==> src/rtl/reaction_pkg.sv <==
// reaction_pkg: shared state encoding and constants for the reaction-timer sequencer.
package reaction_pkg;
   typedef enum logic [3:0] {
      IDLE, ARM, WAIT, GO, MEAS, STOP, HOLD, CAP, FALSE, TOUT
   } state_t;
   localparam logic [15:0] LFSR_SEED = 16'hACE1;
   localparam logic [15:0] LFSR_TAPS = 16'hB400;
   localparam logic [13:0] BEST_INIT = 14'h3FFF;
   function automatic logic [15:0] lfsr_next(input logic [15:0] v);
      return {v[14:0], ^(v & LFSR_TAPS)};
   endfunction
endpackage

==> src/rtl/reaction_ctrl_btn_sync_edge.sv <==
// btn_sync_edge: synchronizes the raw button and emits a one-cycle pulse per rising edge.
module btn_sync_edge #(
   parameter int SYNC_STAGES = 2
) (
   input  logic clk,
   input  logic rst_n,
   input  logic i_btn,
   output logic o_press
);
   logic [SYNC_STAGES-1:0] r_sync;
   logic                   r_prev;
   logic                   r_press;
   // Chain and history reset high so a button held through reset never reads as a new press.
   always_ff @(posedge clk or negedge rst_n) begin
      if (!rst_n) begin
         r_sync  <= '1;
         r_prev  <= 1'b1;
         r_press <= 1'b0;
      end else begin
         r_sync[0] <= i_btn;
         for (int i = 1; i < SYNC_STAGES; i++) r_sync[i] <= r_sync[i-1];
         r_prev  <= r_sync[SYNC_STAGES-1];
         r_press <= r_sync[SYNC_STAGES-1] & ~r_prev;
      end
   end
   assign o_press = r_press;
endmodule

==> src/rtl/reaction_ctrl.sv <==
// reaction_ctrl: reaction-game sequencer driving timer start/stop/clear, the GO LED and result/best latches.
module reaction_ctrl
   import reaction_pkg::*;
#(
   parameter int          CLK_PER_MS   = 25000,
   parameter int          MIN_DELAY_MS = 1000,
   parameter logic [15:0] DELAY_MASK   = 16'h07FF,
   parameter int          MAX_MS       = 9999,
   parameter int          SYNC_STAGES  = 2
) (
   input  logic        clk,
   input  logic        rst_n,
   input  logic        btn,
   input  logic [13:0] ms_time,
   output logic        timer_start,
   output logic        timer_stop,
   output logic        timer_clear,
   output logic        led_go,
   output logic [13:0] result,
   output logic        result_valid,
   output logic [13:0] best,
   output logic        false_start,
   output logic        timeout
);
   localparam int PW = (CLK_PER_MS > 1) ? $clog2(CLK_PER_MS) : 1;
   state_t        r_state, w_next;
   logic          w_press, w_tick;
   logic          w_start, w_stop, w_clear, w_led;
   logic [15:0]   r_lfsr, r_delay, w_load;
   logic [16:0]   w_sum;
   logic [PW-1:0] r_pre;
   logic          r_start, r_stop, r_clear, r_led, r_rv, r_fs, r_to;
   logic [13:0]   r_result, r_best;

   btn_sync_edge #(.SYNC_STAGES(SYNC_STAGES)) u_btn (
      .clk    (clk),
      .rst_n  (rst_n),
      .i_btn  (btn),
      .o_press(w_press)
   );

   assign w_tick = (r_pre == PW'(CLK_PER_MS - 1));
   assign w_sum  = 17'(MIN_DELAY_MS) + {1'b0, r_lfsr & DELAY_MASK};
   assign w_load = w_sum[16] ? 16'hFFFF : w_sum[15:0];

   always_ff @(posedge clk or negedge rst_n) begin
      if (!rst_n) begin
         r_lfsr  <= LFSR_SEED;
         r_pre   <= '0;
         r_delay <= '0;
      end else begin
         r_lfsr <= lfsr_next(r_lfsr);
         r_pre  <= (r_state == ARM || w_tick) ? '0 : r_pre + 1'b1;
         if (r_state == ARM) r_delay <= w_load;
         else if (r_state == WAIT && w_tick && r_delay != '0) r_delay <= r_delay - 1'b1;
      end
   end

   always_ff @(posedge clk or negedge rst_n) begin
      if (!rst_n) r_state <= IDLE;
      else r_state <= w_next;
   end

   // A press always wins over a same-cycle delay expiry or timeout.
   always_comb begin
      w_next = r_state;
      case (r_state)
         IDLE:        w_next = w_press ? ARM : IDLE;
         ARM:         w_next = WAIT;
         WAIT:        w_next = w_press ? FALSE : (r_delay == '0) ? GO : WAIT;
         GO:          w_next = MEAS;
         MEAS:        w_next = w_press ? STOP : (ms_time >= 14'(MAX_MS)) ? TOUT : MEAS;
         STOP:        w_next = HOLD;
         HOLD:        w_next = CAP;
         CAP:         w_next = IDLE;
         FALSE, TOUT: w_next = w_press ? ARM : r_state;
         default:     w_next = IDLE;
      endcase
   end

   always_comb begin
      w_start = (w_next == GO);
      w_stop  = (w_next == STOP) || (w_next == TOUT && r_state != TOUT);
      w_clear = (w_next == ARM);
      w_led   = (w_next == GO) || (w_next == MEAS);
   end

   always_ff @(posedge clk or negedge rst_n) begin
      if (!rst_n) begin
         r_start  <= 1'b0;
         r_stop   <= 1'b0;
         r_clear  <= 1'b0;
         r_led    <= 1'b0;
         r_rv     <= 1'b0;
         r_fs     <= 1'b0;
         r_to     <= 1'b0;
         r_result <= '0;
         r_best   <= BEST_INIT;
      end else begin
         r_start <= w_start;
         r_stop  <= w_stop;
         r_clear <= w_clear;
         r_led   <= w_led;
         r_rv    <= (r_state == CAP) ? 1'b1 : (w_next == ARM) ? 1'b0 : r_rv;
         r_fs    <= (w_next == FALSE) ? 1'b1 : (w_next == ARM) ? 1'b0 : r_fs;
         r_to    <= (w_next == TOUT) ? 1'b1 : (w_next == ARM) ? 1'b0 : r_to;
         if (r_state == CAP) r_result <= ms_time;
         if (r_state == CAP && ms_time < r_best) r_best <= ms_time;
      end
   end

   assign timer_start  = r_start;
   assign timer_stop   = r_stop;
   assign timer_clear  = r_clear;
   assign led_go       = r_led;
   assign result       = r_result;
   assign result_valid = r_rv;
   assign best         = r_best;
   assign false_start  = r_fs;
   assign timeout      = r_to;
endmodule
==> config.mk <==
export PLATFORM = sky130hd
export DESIGN_NAME = reaction_ctrl
export DESIGN_NICKNAME = d
export VERILOG_FILES = /design/src/rtl/reaction_pkg.sv /design/src/rtl/reaction_ctrl_btn_sync_edge.sv /design/src/rtl/reaction_ctrl.sv
export SDC_FILE = /design/constraint.sdc
export NUM_CORES = 1
export LEC_CHECK = 0
export BUFFER_PORTS_ARGS = -buffer_cell sky130_fd_sc_hd__buf_2
export CORE_MARGIN = 2
export CORE_UTILIZATION = 52
export DETAILED_ROUTE_END_ITERATION = 7
export PLACE_DENSITY = 0.72
export SLEW_MARGIN = 10
export SYNTH_ARGS = -nofsm -noshare
export SYNTH_HDL_FRONTEND = slang
export SYNTH_SLANG_ARGS = --single-unit
==> constraint.sdc <==
create_clock -name clk -period 3.1 [get_ports clk]
set_input_delay 0.465 -clock clk [delete_from_list [all_inputs] [get_ports clk]]
set_output_delay 0.465 -clock clk [all_outputs]
set_load 0.1 [all_outputs]
==> qor.csv, run 1 <==
stage;metric;value;unit
setup_path;Worst setup SP type;flop;
setup_path;reg2reg path depth;6;
detailed_routing;remaining antenna violation count;0;
sta;unrepaired setup endpoints after global routing;no;
synthesis;FFs w/ async S/R, synth;100.0;%
synthesis;number of synthesized register bits;90;
cells_and_area;area grow syn2layout;14.52;%
global_routing;initial antenna violation count;0;
die;core area;8134;um^2
die;boundary pin count;52;
synthesis;Post-Synthesis Cells;384;
detailed_routing;Detailed Route WL;8499;um
setup_path;Worst path slowest cell;or4_1;
clock_tree;Post-CTS Setup Inserts;0;
cells_and_area;# nets final;472;
place;PortBufs;51;
sta;TNS Setup;0;ns
clock_tree;Clock Path Buffers;2;
cells_and_area;final cell count without fillers;548;
synthesis;synthesized area;4327;um^2
setup_path;CP delay by family, top;simple AND/OR/NAND/NOR gates;
hold_path;worst hold path class;in2reg;
job;Max-Cap Viols;0;
synthesis;Synth Area in XOR/XNOR;4.049;%
clock_tree;total CTS buffers;9;
die;Die Area;9066;um^2
detailed_routing;routed vias;3065;
global_routing;GRT Util Overall;20.10;%
die;Initial Util;53.19;%
synthesis;adder-cell share of the synthesized area;4.916;%
cells_and_area;Finished Core Util;60.91;%
sta;final setup vio count;0;
synthesis;post-synth cell types;61;
clock_tree;CTS resizes;0;
synthesis;simple-gate portion of the synthesized area;17.00;%
place;Post-DP HPWL;5758;um
place;placed cells;532;
setup_path;sequence of cells on the critical path;or4_1 > nor4_4 > nand3_1 > buf_4 > or4_1 > a21oi_1;
detailed_routing;vias per cell;5.593;
sta;final hold viol count;0;
setup_path;Setup CP Type;reg2reg;
synthesis;synthesized area per cell;11.27;um^2
sta;Slew @ Worst Pin;1.058;ns
setup_path;critical path data arrival time;2.75;ns
clock_tree;hold-fix buffers at CTS;0;
setup_path;worst path bufs/invs;1;
cells_and_area;n_diodes;0;
synthesis;mux cell area share after synthesis;7.981;%
global_routing;vias in the first global route;3008;
global_routing;GRT overflow;0;
place;Routability Congestion;0.8493;
synthesis;Post-synth EDFFs;0;
run_status;outcome;complete, no violations;
setup_path;reg-to-reg slack, setup;0.64;ns
clock_tree;TritonCTS clock tree;done;
sta;Rel. slew slack;29.46;%
synthesis;post-synthesis sequential area ratio;52.78;%
sta;Max Slew Vio Count;0;
setup_path;worst flop-to-flop path startpoint;r_pre[10];
global_routing;first-pass GRT wire length;14190;um
die;chip height;95.22;um
setup_path;Max FO, Critical Path;24;
hold_path;hold worst-path end;u_btn.r_sync[0];
hold_path;HP Start;btn;
clock_tree;clock tree root driver cell;clkbuf_8;
cells_and_area;fill cell count;671;
sta;Period Utilization, post-route;79.45;%
die;Cell Rows;33;
synthesis;Synth Area in Compound Gates;9.861;%
detailed_routing;Initial DRT Pass Iterations;4;
global_routing;pin count of the biggest net entering global routing;88;
sta;min Tclk post-route;2.463;ns
die;Die Width;95.22;um
hold_path;WHS Path Cells;1;
clock_tree;Worst-Skew Late Latency;0.36;ns
synthesis;syn_nets;418;
clock_tree;Clock Pin Slew Worst Setup and Hold Paths;0.08;ns
clock_tree;Sink Count;90;
sta;Hold WS;0.2067;ns
setup_path;R2R Path End;r_delay[13];
setup_path;beginning of the critical path;r_pre[10];
detailed_routing;# DRC;0;
setup_path;crit-path most repeated cell;or4_1;
setup_path;worst path required time;3.38;ns
sta;clock skew;0.009146;ns
cells_and_area;share of layout cells above drive strength 1;31.15;%
synthesis;synth warn;0;
detailed_routing;Iter 0 DRT Violations;73;
synthesis;Post-synth top flop;dfrtp_1;
setup_path;crit-path max cell delay;0.58;ns
setup_path;crit end category;flop;
synthesis;combinational family with the most area after synthesis;simple AND/OR/NAND/NOR gates;
clock_tree;CTS HTree Levels;3;
detailed_routing;Avg WL per Cell;15.51;um
sta;FMAX;406.0;MHz
[synth_stat cells (2+ instances only)]
cell      count  area, um^2
nor3_1        8       40.04
or4b_1        2       20.02
xnor2_1      11       96.34
nand4_1       8       50.05
ha_1         17       212.7
clkbuf_1      9       33.78
mux2i_1       3       30.03
o31ai_1       2       15.01
a211oi_1      2       15.01
o41ai_1       3       26.28
a31oi_1       6       37.54
nor2_1       26       97.59
nand4b_1      2       17.52
o211ai_1      3       22.52
nor2b_1       4       25.02
o32a_1        2       20.02
o22ai_1       2       12.51
inv_1        22       82.58
mux2_2       28       315.3
or4_1         4       30.03
o21ai_0       8       40.04
a21o_1        3       22.52
a21oi_1      10       50.05
nand3_1      13       65.06
buf_2         4       20.02
a22o_1        2       17.52
nor4_1        5       31.28
or2_2         9       56.30
dfrtp_1      65        1627
o311ai_0      2       17.52
nand2b_1      8       50.05
dfstp_2      25       656.9
xor2_1        9       78.83
nand2_1      17       63.81
and2_1        2       12.51
a211o_1       2       17.52
and3_1        4       25.02
or3_1         9       56.30
[kinds of logic (layout without fill, tap and decap cells)]
logic type | Yosys count | after routing
flops | 90 | 90
compound gates | 60 | 60
fa+ha+maj | 17 | 17
buf+inv | 36 | 95
mux | 31 | 31
simple gates | 130 | 130
xor+xnor | 20 | 20
[registers in the layout, indices dropped and copies added (netlist names), 2 cells and up]
signal and count:
r_delay 16, r_lfsr 16, r_pre 15, best 14
result 14, r_state 4, u_btn.r_sync 2
[worst register-to-register path, delay by kind of cell, from the launching register on]
| kind | cells | cell delay (ns) |
|---|---|---|
| AND/OR/NAND/NOR | 4 | 1.56 |
| flip-flops | 1 | 0.42 |
| buffers and inverters | 1 | 0.26 |
| AO/OA/AOI/OAI | 1 | 0.15 |
[layer usage]
metal  share of wire (%)  vias up  GRT usage [%]
met5                   0        -              0
met4                 2.0        0          9.300
met3                 3.9       18          3.715
met2                  45       67          29.75
met1                  49     1489          28.66
li1                    -     1491              -
[worst max path at each step]
stage               slack, ns          end  cells past startpoint
floorplan                0.26     best[10]                      8
global placement         0.71     best[12]                      8
detailed placement       0.65      best[8]                      8
CTS                      0.63  r_delay[13]                      6
global route             0.48  r_delay[13]                      6
finish                   0.64  r_delay[13]                      6
[cell type report]
| type | instances | area, um^2 | share of cell area (%) |
|---|---|---|---|
| sequential | 90 | 2283 | 46.09 |
| multi-input combinational | 258 | 1896 | 38.26 |
| timing repair buffer | 57 | 302.8 | 6.111 |
| clock buffer | 11 | 151.4 | 3.056 |
| tap | 105 | 131.4 | 2.652 |
| clock inverter | 5 | 107.6 | 2.172 |
| inverter | 22 | 82.58 | 1.667 |
[layout by cell type, fill, tap and decap left out, types with 5 or more instances in the layout]
cell / instances
or2_2: 9
nand3_1: 13
nand4_1: 8
dfrtp_1: 65
inv_1: 22
clkbuf_8: 11
nor3_1: 8
buf_4: 7
nor4_1: 5
xnor2_1: 11
nand2b_1: 8
nor2_1: 26
nand2_1: 17
dfstp_2: 25
mux2_2: 28
or3_1: 9
xor2_1: 9
a31oi_1: 6
o21ai_0: 8
ha_1: 17
buf_2: 50
a21oi_1: 10
[metrics by stage]
stage	setup WS [ns]	area (um^2)
finish	0.6371	4955
global route	0.4817	4955
CTS	0.6308	4955
detailed placement	0.6502	4696
global placement	0.7070	4696
floorplan	0.2554	4327
Power of run 1 is not shown: default switching activity piles up to over one toggle a cycle in this logic, so the estimate is an artifact.
==> inputs of run 2 (changes only) <==
Settings changed: PLACE_DENSITY 0.72 to 0.75.
Clock period 3.1 ns to 2.2 ns, I/O delays scaled along.
==> qor.csv, run 2 (same netlist as run 1, synthesis figures left out) <==
stage;metric;value;unit;change
global_routing;pin count of the biggest net entering global routing;50;;-43%
sta;final hold viol count;0;;unchanged
detailed_routing;# DRC;0;;unchanged
sta;Slew @ Worst Pin;0.7166;ns;-0.3415 ns
clock_tree;Worst-Skew Late Latency;0.36;ns;about the same
clock_tree;clock tree root driver cell;clkbuf_8;;
detailed_routing;Iter 0 DRT Violations;133;;+82%
global_routing;grt met2 use;36.21;%;+6.5 points
sta;final setup vio count;18;;+18
sta;Worst Slack Setup Final;-0.1220;ns;-0.7591 ns
die;Die Area;9066;um^2;unchanged
power;pwr/cell area;1477;nW/um^2;
detailed_routing;routed vias;3322;;+8.4%
cells_and_area;n_diodes;0;;unchanged
die;core area;8134;um^2;unchanged
place;placed cells;561;;+5.5%
sta;unrepaired setup endpoints after global routing;yes;;
setup_path;worst flop-to-flop path startpoint;best[12];;
place;Post-DP HPWL;6591;um;+14%
detailed_routing;Avg WL per Cell;16.77;um;+8.1%
detailed_routing;vias per cell;5.688;;+1.7%
cells_and_area;fill cell count;597;;-11%
hold_path;hold worst-path end;u_btn.r_sync[0];;
setup_path;R2R Path End;best[4];;
sta;min Tclk post-route;2.322;ns;-0.1409 ns
detailed_routing;Initial DRT Pass Iterations;4;;unchanged
cells_and_area;biggest regs;r_delay (16), r_lfsr (16), r_pre (15);;
global_routing;GR Util met1;29.32;%;+0.66 points
setup_path;reg-to-reg slack, setup;-0.12;ns;-0.76 ns
sta;Rel. slew slack;52.23;%;+23 points
hold_path;HP Start;btn;;
cells_and_area;area grow syn2layout;25.77;%;
job;Max-Cap Viols;0;;unchanged
sta;clock skew;0.008247;ns;-0.0008994 ns
cells_and_area;# nets final;508;;+7.6%
die;boundary pin count;52;;unchanged
clock_tree;Clock Pin Slew Worst Setup and Hold Paths;0.09;ns;about the same
sta;Max Slew Vio Count;0;;unchanged
sta;TNS Setup;-1.608;ns;-1.608 ns
clock_tree;CTS HTree Levels;3;;unchanged
clock_tree;Sink Count;90;;unchanged
global_routing;vias in the first global route;3280;;+9.0%
global_routing;initial antenna violation count;0;;unchanged
setup_path;Worst setup SP type;flop;;
cells_and_area;commonest non-fill, non-tap cell in the layout;dfrtp_1;;
global_routing;GRT overflow;0;;unchanged
detailed_routing;remaining antenna violation count;0;;unchanged
run_status;failing checks;setup timing;;
clock_tree;Clock Path Buffers;2;;unchanged
hold_path;worst hold path class;in2reg;;
power;maximum VDD drop;1431;uV;
run_status;outcome;finished with violations;;
place;PortBufs;51;;unchanged
global_routing;GRT Max-Usage Layer;met2;;
place;post-place instance area;4987;um^2;+6.2%
sta;FMAX;430.7;MHz;+6.1%
sta;Period Utilization, post-route;105.5;%;+26 points
global_routing;first-pass GRT wire length;15530;um;+9.4%
cells_and_area;share of layout cells above drive strength 1;40.71;%;+9.6 points
clock_tree;total CTS buffers;9;;unchanged
place;Routability Congestion;0.8608;;+1.4%
die;chip height;95.22;um;unchanged
setup_path;reg2reg path depth;8;;+2
power;LEAKAGE;2.555;nW;
die;Die Width;95.22;um;unchanged
setup_path;Setup CP Type;reg2reg;;
global_routing;M3 GR Usage;6.008;%;+2.3 points
cells_and_area;most frequent cells in the layout;65 x dfrtp_1, 50 x buf_2, 36 x buf_4;;
setup_path;worst path required time;2.50;ns;-0.88 ns
detailed_routing;Detailed Route WL;9792;um;+15%
setup_path;critical path data arrival time;2.62;ns;-0.13 ns
setup_path;Max FO, Critical Path;6;;-75%
die;Initial Util;53.19;%;unchanged
hold_path;WHS Path Cells;1;;unchanged
clock_tree;TritonCTS clock tree;done;;
global_routing;GRT Util Overall;22.09;%;+2.0 points
cells_and_area;Final Instance Area;5441;um^2;+9.8%
die;Cell Rows;33;;unchanged
setup_path;crit end category;flop;;
cells_and_area;final cell count without fillers;584;;+6.6%
-- run 2: changes by cell type in the layout (fill, tap and decap cells not counted), sizes merged --
cell         delta
buf            +34
clkinv          +2
bufinv          -1
clkbuf          -1
clkinvlp        +1
dlygate4sd3     +1
inv             -1
nand3           +1
-- run 2: worst max-delay path by stage --
stage | start | slack (ns) | depth (start not counted) | endpoint
after floorplan | best[12] | -0.28 | 8 | best[3]
after global placement | best[12] | -0.05 | 8 | best[0]
after detailed placement | best[12] | -0.17 | 8 | best[1]
after CTS | best[12] | -0.09 | 8 | best[3]
after global routing | best[12] | -0.18 | 8 | best[12]
final | best[12] | -0.12 | 8 | best[4]
-- run 2: cell type report --
class	instances	area, um^2	area share [%]
multi-input combinational	259	2116	38.88
clock inverter	6	90.09	1.656
sequential	90	2298	42.24
inverter	22	82.58	1.518
timing repair buffer	92	595.6	10.95
clock buffer	10	127.6	2.345
tap	105	131.4	2.414
-- run 2: what timing repair did --
item	in CTS	in global routing
buffers inserted	3	2
gates cloned	1	0
endpoints found under the setup margin	25	28
hold buffers	1	0
hold endpoints to repair	3	0
resized for setup	17	23
pin swaps	8	12
-- run 2: critical path: stages (launching register included) --
cell and delay, ns:
dfstp_4 0.63, inv_2 0.04, ha_4 0.21, a21o_1 0.22, a2111oi_4 0.31, o21ai_1 0.13
a21oi_2 0.21, buf_6 0.19, mux2_4 0.31
-- run 2: layer usage --
metal | vias up | wire (um)
li1 | 1566 | -
met1 | 1669 | 4345
met2 | 74 | 4921
met3 | 13 | 403
met4 | 0 | 121
met5 | - | 0
-- run 2: power breakdown --
part	internal [mW]	switching, mW
clock	0.644	0.595
sequential	2.20	0.343
combinational	1.09	3.16
-- run 2: metrics by stage --
step	total power [mW]	hold WS (ns)	util (%)	setup slack (ns)
6_report	8.037	0.06108	66.90	-0.1220
3_5_place_dp	6.617	0.3504	61.31	-0.1743
3_3_place_gp	6.510	0.3377	61.31	-0.05295
5_1_grt	8.448	0.03635	66.90	-0.1834
2_1_floorplan	5.823	0.03441	-	-0.2841
4_1_cts	7.948	0.05387	65.31	-0.09009
(Power assumes the default switching activity.)
==> inputs of run 3 (changes only) <==
Settings changed: CORE_MARGIN 2 to 3, RECOVER_POWER set to 50.
==> qor.csv, run 3 (same netlist as run 1, synthesis figures left out) <==
stage;metric;value;unit;change
clock_tree;Sink Count;90;;unchanged
sta;Rel. slew slack;35.73;%;-17 points
detailed_routing;Avg WL per Cell;15.61;um;-6.9%
setup_path;worst path bufs/invs;2;;unchanged
place;Post-DP HPWL;6423;um;-2.6%
cells_and_area;biggest regs;r_delay (16), r_lfsr (16), r_pre (15);;
setup_path;CP delay by family, top;flip-flops;;
die;Die Area;9451;um^2;+4.2%
sta;final hold viol count;0;;unchanged
global_routing;GRT overflow;0;;unchanged
sta;clock skew;0.01051;ns;+0.002264 ns
power;LEAKAGE;2.523;nW;-1.3%
job;Max-Cap Viols;0;;unchanged
clock_tree;CTS HTree Levels;3;;unchanged
setup_path;crit end category;flop;;
setup_path;sequence of cells on the critical path;inv_2 > ha_4 > and4_1 > a2111oi_4 > o21ai_1 > a21oi_2 > buf_6 > mux2_2;;
sta;unrepaired setup endpoints after global routing;yes;;
die;core area;7888;um^2;-3.0%
die;Cell Rows;32;;-3.0%
sta;Slew @ Worst Pin;0.9641;ns;+0.2475 ns
cells_and_area;# nets final;512;;+0.79%
sta;Max Slew Vio Count;0;;unchanged
place;placed cells;560;;-0.18%
sta;min Tclk post-route;2.258;ns;-0.06425 ns
detailed_routing;Detailed Route WL;9129;um;-6.8%
run_status;outcome;finished with violations;;
setup_path;Setup CP Type;reg2reg;;
detailed_routing;Iter 0 DRT Violations;129;;-3.0%
cells_and_area;area grow syn2layout;25.19;%;
sta;Period Utilization, post-route;102.6;%;-2.9 points
clock_tree;TritonCTS clock tree;done;;
global_routing;GRT Util Overall;19.39;%;-2.7 points
detailed_routing;remaining antenna violation count;0;;unchanged
power;maximum VDD drop;1402;uV;-2.0%
global_routing;initial antenna violation count;0;;unchanged
die;chip height;97.22;um;+2.1%
setup_path;Worst setup SP type;flop;;
clock_tree;total CTS buffers;9;;unchanged
cells_and_area;n_diodes;0;;unchanged
detailed_routing;vias per cell;5.621;;-1.2%
die;Die Width;97.22;um;+2.1%
cells_and_area;most frequent cells in the layout;65 x dfrtp_1, 50 x buf_2, 33 x buf_4;;
sta;TNS Setup;-0.7460;ns;+0.8617 ns
setup_path;Worst path slowest cell;dfstp_4;;
global_routing;vias in the first global route;3346;;+2.0%
detailed_routing;Initial DRT Pass Iterations;4;;unchanged
power;pwr/cell area;1444;nW/um^2;-2.3%
global_routing;GR Util met1;25.82;%;-3.5 points
setup_path;worst path required time;2.49;ns;about the same
die;boundary pin count;52;;unchanged
global_routing;first-pass GRT wire length;15320;um;-1.3%
place;post-place instance area;4999;um^2;+0.23%
sta;FMAX;442.9;MHz;+2.8%
die;Initial Util;54.85;%;+1.7 points
hold_path;worst hold path class;in2reg;;
clock_tree;Clock Path Buffers;2;;unchanged
cells_and_area;share of layout cells above drive strength 1;40.37;%;-0.34 points
detailed_routing;# DRC;0;;unchanged
global_routing;pin count of the biggest net entering global routing;52;;+4.0%
setup_path;Max FO, Critical Path;8;;+2
cells_and_area;Finished Core Util;68.67;%;+1.8 points
global_routing;GRT Max-Usage Layer;met2;;
cells_and_area;final cell count without fillers;585;;+0.17%
setup_path;crit-path max cell delay;0.63;ns;about the same
global_routing;grt met2 use;31.85;%;-4.4 points
clock_tree;Worst-Skew Late Latency;0.35;ns;about the same
power;power after layout;7.819;mW;-2.7%
run_status;failing checks;setup timing;;
cells_and_area;Final Instance Area;5416;um^2;-0.46%
detailed_routing;routed vias;3288;;-1.0%
sta;final setup vio count;16;;-2
clock_tree;Clock Pin Slew Worst Setup and Hold Paths;0.09;ns;about the same
place;pre-CTS setup slack;-0.1896;ns;-0.01527 ns
sta;Hold WS;0.07715;ns;+0.01607 ns
sta;Worst Slack Setup Final;-0.05778;ns;+0.06425 ns
setup_path;critical path data arrival time;2.54;ns;-0.08 ns
global_routing;M3 GR Usage;4.953;%;-1.1 points
cells_and_area;commonest non-fill, non-tap cell in the layout;dfrtp_1;;
place;Routability Congestion;0.9049;;+5.1%
place;PortBufs;51;;unchanged
clock_tree;clock tree root driver cell;clkbuf_8;;
-- run 3: changes by cell type in the layout (fill, tap and decap cells not counted), sizes merged --
cell,delta
clkbuf,+4
clkinv,+3
bufinv,-2
clkinvlp,-1
-- run 3: worst paths after layout --
check	start	to	slack [ns]	cells past startpoint
worst max-delay path	best[13]	best[1]	-0.06	8
worst min-delay path	btn	u_btn.r_sync[0]	0.08	1
worst max register to register	best[13]	best[1]	-0.06	8
worst min register to register	r_lfsr[14]	r_lfsr[15]	0.36	0
max in group asynchronous	rst_n	result[10]	0.24	3
min in group asynchronous	rst_n	r_delay[9]	0.65	2
-- run 3: final cells by class --
class	count	area, um^2
tap	102	127.6
multi-input combinational	259	2092
sequential	90	2298
clock buffer	10	148.9
inverter	22	82.58
timing repair buffer	96	618.1
fill	589	2471
clock inverter	6	48.80
-- run 3: what timing repair did --
item / in CTS / in global routing
endpoints found under the hold margin: 36 / 0
hold buffers: 1 / 0
endpoints found under the setup margin: 25 / 27
pin swaps: 8 / 8
gates cloned: 1 / 0
gates resized for setup: 16 / 22
setup buffers: 3 / 4
-- run 3: power breakdown --
part / internal [mW] / switching [mW] / leakage [nW] / total [mW]
Clock: 0.490 / 0.598 / 0.102 / 1.09
Combinational: 1.08 / 3.14 / 1.33 / 4.22
Sequential: 2.20 / 0.310 / 1.09 / 2.51
-- run 3: per-layer routing --
metal  routed length (um)  share of wire [%]
met1                 4037                 44
met3                  408                4.5
met4                   89               0.97
met5                    0                  0
met2                 4594                 50
